`src/rtl/iqmap_qpsk.sv`:
```
// QPSK mapper: unpacks 128-bit words into 64 two-bit symbols (LSB first) and maps each
// to an (I,Q) coordinate on the axes, with a one-word hold buffer for gapless streaming.
module iqmap_qpsk #(
   parameter logic signed [10:0] AMP = 11'sd512
) (
   input  logic                CLK,
   input  logic                RST,
   input  logic                ce,
   input  logic                valid_i,
   input  logic [127:0]        reader_data,
   output logic                ready_o,
   output logic                valid_o,
   output logic signed [10:0]  ar,
   output logic signed [10:0]  ai,
   output logic [1:0]          raw,
   output logic                last_o
);

   localparam logic signed [10:0] NEG_AMP = -AMP;
   localparam logic signed [10:0] ZERO    = 11'sd0;

   typedef enum logic {S_IDLE, S_ACTIVE} state_t;

   state_t       state_p0, state_nxt;
   logic [127:0] shift_p0;
   logic [127:0] hold_p0;
   logic         hold_full;
   logic [5:0]   cnt_p0;

   logic xfer;
   logic at_end;
   logic ld_shift_in;
   logic ld_shift_hold;
   logic ld_hold;
   logic shift_en;

   function automatic logic [21:0] map_sym(input logic [1:0] s);
      logic [21:0] r;
      case (s)
         2'b00:   r = {AMP, ZERO};
         2'b01:   r = {ZERO, AMP};
         2'b10:   r = {ZERO, NEG_AMP};
         default: r = {NEG_AMP, ZERO};
      endcase
      return r;
   endfunction

   assign ready_o = ~hold_full;
   assign xfer    = ce & valid_i & ~hold_full;
   assign at_end  = (cnt_p0 == 6'd63);

   always_comb begin
      state_nxt     = state_p0;
      ld_shift_in   = 1'b0;
      ld_shift_hold = 1'b0;
      ld_hold       = 1'b0;
      shift_en      = 1'b0;
      case (state_p0)
         S_IDLE: begin
            if (xfer) begin
               ld_shift_in = 1'b1;
               state_nxt   = S_ACTIVE;
            end
         end
         S_ACTIVE: begin
            shift_en = 1'b1;
            // Last symbol of the word: refill from hold, else from the input, else go idle.
            if (at_end) begin
               if (hold_full)
                  ld_shift_hold = 1'b1;
               else if (xfer)
                  ld_shift_in = 1'b1;
               else
                  state_nxt = S_IDLE;
            end else if (xfer) begin
               ld_hold = 1'b1;
            end
         end
         default: state_nxt = S_IDLE;
      endcase
   end

   // Stage p0 -> output: control state and emitted symbol
   always_ff @(posedge CLK or negedge RST) begin
      if (!RST) begin
         state_p0  <= S_IDLE;
         hold_full <= 1'b0;
         cnt_p0    <= 6'd0;
         valid_o   <= 1'b0;
         last_o    <= 1'b0;
         ar        <= ZERO;
         ai        <= ZERO;
         raw       <= 2'b00;
      end else if (ce) begin
         state_p0 <= state_nxt;
         valid_o  <= shift_en;
         last_o   <= shift_en & at_end;
         if (shift_en) begin
            raw      <= shift_p0[1:0];
            {ar, ai} <= map_sym(shift_p0[1:0]);
            cnt_p0   <= cnt_p0 + 6'd1;
         end else if (ld_shift_in) begin
            cnt_p0 <= 6'd0;
         end
         if (ld_hold)
            hold_full <= 1'b1;
         else if (ld_shift_hold)
            hold_full <= 1'b0;
      end
   end

   always_ff @(posedge CLK) begin
      if (ce) begin
         if (ld_shift_in)
            shift_p0 <= reader_data;
         else if (ld_shift_hold)
            shift_p0 <= hold_p0;
         else if (shift_en)
            shift_p0 <= {2'b00, shift_p0[127:2]};
         if (ld_hold)
            hold_p0 <= reader_data;
      end
   end

endmodule

```
`config.mk`:
```
export PLATFORM = sky130hd
export DESIGN_NAME = iqmap_qpsk
export DESIGN_NICKNAME = d
export VERILOG_FILES = /design/src/rtl/iqmap_qpsk.sv
export SDC_FILE = /design/constraint.sdc
export NUM_CORES = 1
export LEC_CHECK = 0
export CORE_UTILIZATION = 59
export CTS_CLUSTER_SIZE = 8
export DETAILED_ROUTE_END_ITERATION = 10
export PLACE_DENSITY = 0.85
export SYNTH_ARGS = -nofsm -noshare
export SYNTH_HDL_FRONTEND = slang
export SYNTH_SLANG_ARGS = --single-unit
```
`constraint.sdc`:
```
create_clock -name CLK -period 10.04 [get_ports CLK]
set_input_delay 2.008 -clock CLK [delete_from_list [all_inputs] [get_ports CLK]]
set_output_delay 2.008 -clock CLK [all_outputs]
set_load 0.01 [all_outputs]
```
# Word-level counts from Yosys, hierarchy flattened
# Cells that the tools add are included.
dict set report totals {
  reg_bits 290
  inputBits 132
  out_inout_bits 27
  wordCells 49
}
dict set report op_classes {
  add_sub_neg 1
  eq_ne 3
  muxes 21
  bitwise_logic 5
  reduce_logical 9
}
# cell count
set op_table {}
lappend op_table {{$mux 128} 3}
lappend op_table {{$pmux 22 s3} 1}
lappend op_table {{$mux 1} 13}
lappend op_table {{$mux 6} 2}
lappend op_table {{$reduce_and 2->1} 5}
lappend op_table {{$add 6x1->6 const B} 1}
lappend op_table {{$eq 6x6->1 const B} 1}
lappend op_table {{$pmux 1 s2} 2}
lappend op_table {{$reduce_bool 2->1} 2}
lappend op_table {{$and 1x1->1} 3}
lappend op_table {{$reduce_bool 3->1} 1}
lappend op_table {{$eq 2x1->1 const B} 1}
lappend op_table {{$eq 2x2->1 const B} 1}
lappend op_table {{$logic_not 2->1} 1}
lappend op_table {{$not 1->1} 2}

# Logic depth before layout (Yosys ltp)
# Gate-level depths: netlist (run 1).
dict set report depth {
  ltp_word 8
  mapped_depth 8
}

# Worst setup path after synthesis (run 1)
# Ideal clock, no wire load.
dict set report synth_path {
  path_type {input to register}
  start {input port ce}
  end {register hold_p0[0] (enable)}
  setup_time_ns 0.617
  t_arrival_ns 7.493
  required_time_ns 9.423
  setup_slack_ns 1.930
  cell_stages 2
  n_path_buf 0
  path_cell_list {nand3_1 > nor2_1}
}
dict set report synth_via {
  elab_chain_cells 6
}
# item line_no
set synth_lines {}
lappend synth_lines {{start, declared} 8} ;# input logic ce,
lappend synth_lines {{$and 1x1->1 (2 in series)} 49} ;# assign xfer = ce & valid_i & ~hold_full;
lappend synth_lines {{$mux 1} 75} ;# end else if (xfer) begin
lappend synth_lines {{$mux 1} 68} ;# if (at_end) begin
lappend synth_lines {{$mux 1} 58} ;# case (state_p0)
lappend synth_lines {{$reduce_and 2->1 (no source line) *} n/a}
lappend synth_lines {{end signal, assigned} 121} ;# hold_p0 <= reader_data;
lappend synth_lines {{end, declared} 26} ;# logic [127:0] hold_p0;
# Every way passes the cells marked *; elsewhere a longest branch is shown, timed or not.
# A chain may end at the register's enable or synchronous reset.

# Worst setup path after layout (run 1)
dict set report layout_path {
  start {input port valid_i}
  end {register shift_p0[89] (enable)}
}
dict set report layout_via {
  elab_chain_cells 8
}
# item line_no
set layout_lines {}
lappend layout_lines {{start, declared} 9} ;# input logic valid_i,
lappend layout_lines {{$and 1x1->1 * (2 in series)} 49}
lappend layout_lines {{$mux 1 *} {60, 71}}
lappend layout_lines {{$mux 1} 69} ;# if (hold_full)
lappend layout_lines {{$mux 1} 68}
lappend layout_lines {{$pmux 1 s2 *} 58}
lappend layout_lines {{$reduce_bool 3->1 (no source line) *} n/a}
lappend layout_lines {{$reduce_and 2->1 (no source line) *} n/a}
lappend layout_lines {{end signal, assigned} 115} ;# shift_p0 <= reader_data;
lappend layout_lines {{end signal, assigned} 117} ;# shift_p0 <= hold_p0;
lappend layout_lines {{end signal, assigned} 119} ;# shift_p0 <= {2'b00, shift_p0[127:2]};
lappend layout_lines {{end, declared} 25} ;# logic [127:0] shift_p0;
# Marks and branches as above.

==> results.json, run 1 <==
{
  "status": "complete, no violations",
  "dr.pass1.iters": 4,
  "clkSinkCount": 272,
  "die_w_um": 143,
  "startpoint_type": "primary input",
  "io_buffers": 140,
  "drc": 0,
  "clock_latency_ps": 510,
  "tightest_slew_ps": 1030,
  "grt_pass1_vias": 6287,
  "total_power_mw": 2.44,
  "layout.nets": 924,
  "netlist_instances": 633,
  "core_area_um2": 19500,
  "overflow": 0,
  "yosysUniqueCellTypes": 28,
  "holdBufCountCts": 0,
  "initial_utilization": 0.603,
  "post_cts_buffers": 0,
  "fin_util": 0.737,
  "detail_route.vias_per_cell": 5.46,
  "die_h_um": 143,
  "irDropWorstVdd_v": 0.000172,
  "path_class": "primary input to flop",
  "grt_util_all_layers": 0.213,
  "grt_max_degree": 75,
  "io_pins": 159,
  "hold_viol_final": 0,
  "first_iter_violations": 316,
  "drv_cap": 0,
  "area_growth_pct": 22.1,
  "synth_seq_cells": 272,
  "ff2ff_path_depth": 6,
  "yosysWarnings": 0,
  "cts_root_buf": "clkbuf_16",
  "cp_slowest_stage_delay_ps": 840,
  "syn_area_um2": 11800,
  "rsz0062_at_grt": "false",
  "place_congestion": 0.812,
  "hold_slack_ps": 500,
  "powerDensity_nw_per_um2": 169,
  "cts_tree": "done",
  "routedWlPerCell_um": 19.8,
  "crit_path_max_fanout": 74,
  "synth_seq_area_share": 0.687,
  "cts_resized": 0,
  "p_leak_nw": 5.04,
  "syn_area_per_cell_um2": 18.6,
  "fill_cells": 1204,
  "end_kind": "flop",
  "skew_ps": 9.52,
  "setup_viol_count_final": 0,
  "cts_max_level": 2,
  "min_period_ps": 4550,
  "cp.arrival_ps": 4660,
  "dieArea_um2": 20500,
  "finalSetupTns_ps": 0,
  "worst-path-stages": 5,
  "cts_buffer_depth": 3,
  "fin_crit_sh": 0.453,
  "dp_hpwl_um": 12700,
  "cts_buffers": 39,
  "antenna_left": 0,
  "min_delay_path_depth": 2,
  "slew_headroom": 0.315,
  "max_freq_ghz": 0.220,
  "path_delay_family": "buffers and inverters",
  "slew_violations": 0,
  "cp_slowest_cell": "buf_4",
  "antenna_found_initial": 0,
  "path_cells": "clkdlybuf4s50_1, nor2b_1, o21ai_0, inv_6, buf_4",
  "critPathRequiredTime_ps": 10150,
  "wl_um": 21100,
  "hold_path.class": "flop to flop",
  "dr_total_vias": 5803,
  "path_clk_slew_ps": 50,
  "crit_buf_inv": 3,
  "grt_first_pass_wirelength_um": 33000,
  "num_rows": 51,
  "drive_gt1_frac": 0.391
}
-- sequential cells by signal, summed over array words and instances, names as in the netlist --
signal and count:
valid_o 1, ar 2, shift_p0 128, hold_p0 128, hold_full 1, state_p0 1, cnt_p0 6, ai 2
raw 2, last_o 1
-- path summary, 6_finish.rpt --
path	from	endpoint	slack, ps
worst max-delay path	valid_i	shift_p0[89]$_DFFE_PP_	5490
worst min-delay path	ai[9]$_DFFE_PN0P_	ai[9]$_DFFE_PN0P_	500
worst max register to register	state_p0$_DFFE_PN0P_	shift_p0[81]$_DFFE_PP_	6610
worst min register to register	ai[9]$_DFFE_PN0P_	ai[9]$_DFFE_PN0P_	500
max in group asynchronous	RST	cnt_p0[4]$_DFFE_PN0P_	7650
min in group asynchronous	RST	hold_full$_DFFE_PN0P_	1930
-- kinds of logic (layout without fill, tap and decap cells) --
kind of cell / after synthesis / in the layout / share of synthesized area
AOI/OAI and AO/OA: 16 / 16 / 0.00871
xor gates and xnor gates: 4 / 4 / 0.00297
adders and majority gates: 3 / 3 / 0.00319
buffers and inverters: 54 / 200 / 0.0291
DFF: 272 / 272 / 0.687
muxes: 256 / 256 / 0.257
other: 1 / 19 / 0.000318
and+or+nand+nor: 27 / 27 / 0.0117
-- metrics by stage --
stage | std cells | cell area (um^2) | setup WS [ps]
after global placement | 1013 | 13300 | 5210
after floorplan | 650 | 11800 | 1930
after CTS | 1061 | 14400 | 5540
after global routing | 1061 | 14400 | 5350
after detailed placement | 1013 | 13300 | 5060
final | 1062 | 14400 | 5490
-- final cells by class --
type	instances	area, um^2	area share
multi-input combinational	324	3440	0.239
sequential	272	8090	0.562
timing repair buffer	147	1450	0.101
clock buffer	46	1020	0.0712
tap	265	332	0.0231
clock inverter	2	25.0	0.00174
inverter	5	23.8	0.00165
antenna	1	2.50	0.000174
-- cell usage after synthesis --
cell type | count | area [um^2]
o21ai_0 | 6 | 30.0
conb_1 | 1 | 3.75
inv_1 | 5 | 18.8
a21oi_1 | 2 | 10.0
a21o_1 | 1 | 7.51
nand4_1 | 1 | 6.26
nand2_1 | 9 | 33.8
a22o_1 | 2 | 17.5
clkbuf_1 | 3 | 11.3
nor2b_1 | 1 | 6.26
dfrtp_1 | 16 | 400
mux2_4 | 40 | 601
nand3_1 | 4 | 20.0
and3_1 | 1 | 6.26
xor2_1 | 4 | 35.0
o2111ai_1 | 1 | 8.76
o211ai_1 | 3 | 22.5
and3_4 | 1 | 11.3
buf_6 | 6 | 67.6
and2_1 | 1 | 6.26
edfxtp_1 | 256 | 7690
buf_4 | 18 | 135
buf_2 | 22 | 110
ha_1 | 3 | 37.5
mux2_2 | 216 | 2430
nor2_1 | 8 | 30.0
o22ai_1 | 1 | 6.26
nand3_4 | 1 | 17.5
-- routing by layer --
layer,share of wire,vias up,global-route usage
met5,0,-,0
met4,0.017,0,0.0683
met3,0.051,29,0.0490
met2,0.51,152,0.362
met1,0.42,2891,0.271
li1,-,2731,-
-- layout by cell type (no fill, tap or decap), drive strengths merged --
cell,count
buf,7
and3,2
conb,18
nand3,5
diode,1
o22ai,1
dfrtp,16
edfxtp,256
nor2b,1
o21ai,6
mux2,256
inv,6
a21oi,2
clkbuf,46
ha,3
nand4,1
nand2,9
xor2,4
o211ai,3
nor2,8
a21o,1
clkdlybuf4s50,140
and2,1
a22o,2
o2111ai,1
clkinv,1
-- where the power goes --
group	switching [mW]	internal [mW]
logic	0.0205	0.0456
clock network	0.431	0.707
registers	0.0000000000000000111	1.23
-- tightest hold or removal path: cells and delay by family (launching register included) --
family | cells | cell delay (ps)
flops | 1 | 350
compound gates | 1 | 60
simple gates | 1 | 50
(Power assumes the default switching activity.)
==> run 2: changes to the inputs <==
--- a/config.mk
+++ b/config.mk
@@ -5,10 +5,10 @@
 export SDC_FILE = /design/constraint.sdc
 export NUM_CORES = 1
 export LEC_CHECK = 0
-export CORE_UTILIZATION = 59
+export CORE_UTILIZATION = 50
 export CTS_CLUSTER_SIZE = 8
 export DETAILED_ROUTE_END_ITERATION = 10
-export PLACE_DENSITY = 0.85
+export PLACE_DENSITY = 0.77
 export SYNTH_ARGS = -nofsm -noshare
 export SYNTH_HDL_FRONTEND = slang
 export SYNTH_SLANG_ARGS = --single-unit
==> constraint.sdc (replaced) <==
create_clock -name CLK -period 4 [get_ports CLK]
set_input_delay 0.8 -clock CLK [delete_from_list [all_inputs] [get_ports CLK]]
set_output_delay 0.8 -clock CLK [all_outputs]
set_load 0.01 [all_outputs]
==> run 2 against run 1 <==
- non-clock buffer count fell by 1
- hold slack got worse by 9.7 ps
- first-iteration DRC count fell by 23%
- critical path type unchanged
- die area rose by 18%
- highest routed layer unchanged
==> results.json, run 2 (synthesis gave the netlist of run 1 again) <==
{
  "finalSetupTns_ps": 0,
  "irDropWorstVdd_v": 0.000325,
  "num_rows": 55,
  "holdBufCountCts": 0,
  "clock_latency_ps": 510,
  "crit_path_max_fanout": 84,
  "setup_viol_count_final": 0,
  "r2r_end": "shift_p0[87]$_DFFE_PP_",
  "placed_cell_area_um2": 13400,
  "fill_cells": 1687,
  "startpoint_type": "primary input",
  "path_class": "primary input to flop",
  "antenna_left": 0,
  "wl_met1_um": 8490,
  "switching_share": 0.184,
  "min_delay_path_depth": 2,
  "rr_startpoint": "state_p0$_DFFE_PN0P_",
  "layout.nets": 923,
  "skew_ps": 14.8,
  "status": "complete, no violations",
  "antenna-diode-count": 0,
  "critPathRequiredTime_ps": 4250,
  "p_clk_frac": 0.466,
  "die_h_um": 155,
  "post_cts_buffers": 0,
  "largest_registers": "hold_p0 x128, shift_p0 x128, cnt_p0 x6",
  "end_kind": "flop",
  "grt_first_pass_wirelength_um": 33100,
  "dieArea_um2": 24200,
  "drv_cap": 0,
  "io_buffers": 140,
  "drc": 0,
  "hold_path.class": "flop to flop",
  "die_w_um": 155,
  "clkSinkCount": 272,
  "whs_endpoint": "ai[9]$_DFFE_PN0P_",
  "slew_headroom": 0.462,
  "place_congestion": 0.736,
  "grt_max_degree": 129,
  "p_leak_nw": 5.05,
  "routed-wl-met3_um": 957,
  "pwr-share-comb": 0.027,
  "initial_utilization": 0.516,
  "routedWlPerCell_um": 18.6,
  "drive_gt1_frac": 0.390,
  "antenna_found_initial": 0,
  "routed-wl-met2_um": 10700,
  "path_clk_slew_ps": 50,
  "ff2ff_path_depth": 5,
  "fin_crit_sh": 0.660,
  "core_area_um2": 22800,
  "io_pins": 159,
  "cts_resized": 0,
  "cp.arrival_ps": 2890,
  "seqPwrFrac": 0.507,
  "first_iter_violations": 243,
  "tightest_slew_ps": 807,
  "top_layer_used": "met4",
  "overflow": 0,
  "cts_max_level": 2,
  "layout_commonest_cell": "edfxtp_1",
  "grt_util_all_layers": 0.175,
  "cts_buffer_depth": 3,
  "p_int_mw": 4.98,
  "cts_buffers": 39,
  "final_cell_mix": "edfxtp_1 (256), mux2_2 (216), clkdlybuf4s50_1 (140)",
  "detail_route.vias_per_cell": 5.24,
  "area_growth_pct": 23.0,
  "dr.pass1.iters": 4,
  "grt_pass1_vias": 6412,
  "min_period_ps": 2640,
  "powerDensity_nw_per_um2": 421,
  "switchingPower_mw": 1.12,
  "rsz0062_at_grt": "false",
  "dp_hpwl_um": 12400,
  "min-delay-start": "ai[9]$_DFFE_PN0P_",
  "r2r_setup_slack_ps": 1430,
  "dr_total_vias": 5810,
  "hold_viol_final": 0,
  "max_freq_ghz": 0.379,
  "cts_tree": "done",
  "wl_um": 20700,
  "cts_root_buf": "clkbuf_16",
  "slew_violations": 0,
  "stdcell_area_um2": 14500
}
[run 2: cell count changes in the layout (fill, tap and decap cells not counted)]
cell / before / now
buf_4: 7 / 1
buf_12: 0 / 5
inv_6: 2 / 1
diode_2: 1 / 0
clkinvlp_4: 0 / 1
[run 2: through the flow]
| step | util | power (mW) | worst slack (ps) | instances | hold WS, ps |
|---|---|---|---|---|---|
| final | 0.634 | 6.11 | 1360 | 1108 | 490 |
| after global routing | 0.634 | 6.30 | 1290 | 1108 | 521 |
| after CTS | 0.634 | 6.18 | 1430 | 1108 | 492 |
| after detailed placement | 0.589 | 3.31 | 930 | 1060 | 478 |
| after global placement | 0.589 | 3.31 | 1030 | 1060 | 471 |
| after floorplan | - | 3.17 | 240 | 650 | 457 |
[run 2: power by group through the flow]
| stage | clock [mW] | combinational (mW) | sequential [mW] |
|---|---|---|---|
| 6_report | 2.85 | 0.166 | 3.10 |
| 5_1_grt | 3.03 | 0.176 | 3.09 |
| 4_1_cts | 2.92 | 0.167 | 3.10 |
| 3_5_place_dp | 0 | 0.166 | 3.15 |
| 3_3_place_gp | 0 | 0.160 | 3.15 |
| 2_1_floorplan | 0 | 0.0237 | 3.15 |
[run 2: critical path, cell delays in order]
cell and delay [ps]:
clkdlybuf4s50_1 630, nand3_1 350, a21o_4 160, buf_12 390
mux2_2 410
[run 2: metal layers]
metal,track usage,up-vias
li1,-,2724
met1,0.221,2911
met2,0.297,136
met3,0.0384,39
met4,0.0626,0
met5,0,-
[run 2: worst max path at each step]
stage / startpoint / slack (ps) / end / depth (start not counted)
after floorplan: valid_i / 240 / shift_p0[0]$_DFFE_PP_ / 3
after global placement: valid_i / 1030 / shift_p0[51]$_DFFE_PP_ / 5
after detailed placement: ce / 930 / shift_p0[42]$_DFFE_PP_ / 5
after CTS: ce / 1430 / shift_p0[84]$_DFFE_PP_ / 5
after global routing: ce / 1290 / shift_p0[49]$_DFFE_PP_ / 5
final: ce / 1360 / shift_p0[53]$_DFFE_PP_ / 5
[run 2: layout make-up]
cell class | instances | area (um^2) | area share
repair buffers | 146 | 1510 | 0.104
well taps | 313 | 392 | 0.0270
inverters | 5 | 22.5 | 0.00155
multi-input cells | 324 | 3440 | 0.237
flip-flops and latches | 272 | 8090 | 0.558
clock inverters | 2 | 25.0 | 0.00173
clock buffers | 46 | 1020 | 0.0706
==> run 3: changes to the inputs <==
==> constraint.sdc (replaced) <==
create_clock -name CLK -period 2.4 [get_ports CLK]
set_input_delay 0.48 -clock CLK [delete_from_list [all_inputs] [get_ports CLK]]
set_output_delay 0.48 -clock CLK [all_outputs]
set_load 0.01 [all_outputs]
==> run 3 against run 2 <==
- routed wire length rose by 1.8%
- via count rose by 2.2%
- combinational power rose by 70%
- total power rose by 67%
- clock skew rose by 5.4 ps
- critical path depth rose by 2
- count of clock-buffer cells in the layout rose by 1
- clock power rose by 68%
- largest cell class unchanged
==> results.json, run 3 (synthesis gave the netlist of run 1 again) <==
{
  "final_cell_mix": "edfxtp_1 (256), mux2_2 (216), clkdlybuf4s50_1 (140)",
  "slew_headroom": 0.518,
  "status": "complete, no violations",
  "grt_first_pass_wirelength_um": 33300,
  "slew_violations": 0,
  "die_h_um": 155,
  "cts_buffer_depth": 3,
  "io_pins": 159,
  "cts_tree": "done",
  "dp.cells": 1074,
  "fin_crit_sh": 0.919,
  "place_congestion": 0.741,
  "routedWlPerCell_um": 18.7,
  "hold_viol_final": 0,
  "overflow": 0,
  "r2r_end": "shift_p0[79]$_DFFE_PP_",
  "startpoint_type": "flop",
  "drive_gt1_frac": 0.405,
  "rr_startpoint": "cnt_p0[0]$_DFFE_PN0P_",
  "initial_utilization": 0.516,
  "hold_slack_ps": 411,
  "antenna_left": 0,
  "layout_commonest_cell": "edfxtp_1",
  "p_leak_nw": 5.15,
  "area_growth_pct": 24.9,
  "finalNonFillerCells": 1123,
  "fill_cells": 1628,
  "p_int_mw": 8.32,
  "setup_viol_count_final": 0,
  "clock_latency_ps": 500,
  "fin_util": 0.644,
  "dp_hpwl_um": 13000,
  "r2r_setup_slack_ps": 190,
  "seqPwrFrac": 0.505,
  "cts_buffers": 39,
  "post_cts_buffers": 0,
  "num_rows": 55,
  "grt_max_degree": 71,
  "area.sequential_um2": 8090,
  "skew_ps": 20.2,
  "cts_max_level": 2,
  "detail_route.vias_per_cell": 5.29,
  "switching_share": 0.186,
  "total_power_mw": 10.2,
  "crit_path_max_fanout": 29,
  "pwr-share-comb": 0.028,
  "die_w_um": 155,
  "tightest_slew_ps": 721,
  "grt_pass1_vias": 6409,
  "dr_total_vias": 5938,
  "drc": 0,
  "placed_cell_area_um2": 13700,
  "critPathRequiredTime_ps": 2640,
  "io_buffers": 140,
  "grt_util_all_layers": 0.177,
  "path_clk_slew_ps": 50,
  "clkSinkCount": 272,
  "multiInputGateArea_um2": 3450,
  "stdcell_area_um2": 14700,
  "end_kind": "flop",
  "path_class": "flop to flop",
  "dr.pass1.iters": 4,
  "cts_root_buf": "clkbuf_16",
  "switchingPower_mw": 1.90,
  "largest_registers": "hold_p0 x128, shift_p0 x128, cnt_p0 x6",
  "min_period_ps": 2210,
  "irDropWorstVdd_v": 0.000585,
  "first_iter_violations": 294,
  "powerDensity_nw_per_um2": 695,
  "max_freq_ghz": 0.453,
  "hold_path.class": "primary input to asynchronous set/reset pin",
  "cts_resized": 0,
  "core_area_um2": 22800,
  "antenna_found_initial": 1,
  "drv_cap": 0,
  "wl_um": 21000,
  "holdBufCountCts": 0,
  "cp.arrival_ps": 2450,
  "ff2ff_path_depth": 7,
  "dieArea_um2": 24200,
  "layout.nets": 937,
  "rsz0062_at_grt": "false",
  "p_clk_frac": 0.467,
  "antenna-diode-count": 0
}
## run 3: area by class of cell
type / instances / share of cell area
clock buffers: 47 / 0.0698
clock inverters: 2 / 0.00170
inverters: 5 / 0.00153
multi-input cells: 324 / 0.235
flip-flops and latches: 272 / 0.550
well taps: 313 / 0.0266
repair buffers: 160 / 0.116
## run 3: power by group through the flow
stage	sequential, mW	combinational, mW	clock (mW)
final	5.16	0.282	4.78
after global routing	5.15	0.299	5.09
after CTS	5.16	0.284	4.89
after detailed placement	5.25	0.282	0
after global placement	5.25	0.273	0
after floorplan	5.25	0.0401	0
## run 3: worst max-delay path by stage
stage | from | endpoint | slack [ps] | depth (start not counted)
after floorplan | cnt_p0[0]$_DFFE_PN0P_ | hold_p0[0]$_DFFE_PP_ | -820 | 5
after global placement | valid_i | shift_p0[80]$_DFFE_PP_ | 200 | 5
after detailed placement | valid_i | shift_p0[80]$_DFFE_PP_ | 180 | 5
after CTS | cnt_p0[0]$_DFFE_PN0P_ | shift_p0[79]$_DFFE_PP_ | 180 | 7
after global routing | cnt_p0[0]$_DFFE_PN0P_ | shift_p0[88]$_DFFE_PP_ | 90 | 7
final | cnt_p0[0]$_DFFE_PN0P_ | shift_p0[79]$_DFFE_PP_ | 190 | 7
## run 3: per-layer routing
| layer | vias to the layer above | global-route usage | share of wire |
|---|---|---|---|
| met5 | - | 0 | 0 |
| met2 | 152 | 0.302 | 0.51 |
| met4 | 0 | 0.0514 | 0.016 |
| li1 | 2760 | - | - |
| met3 | 29 | 0.0373 | 0.048 |
| met1 | 2997 | 0.227 | 0.43 |
## run 3: critical path: stages, from the launching register on
cell     delay [ps]
dfrtp_1         390
ha_2            220
nand3_1         120
nor2_4          170
buf_12          180
buf_12          210
mux2_2          360
mux2_2          270
## run 3: stage by stage
step	TNS (ps)	setup slack (ps)
finish	0	194
detailed placement	0	182
global placement	0	202
global route	0	94.7
CTS	0	182
floorplan	-198200	-820
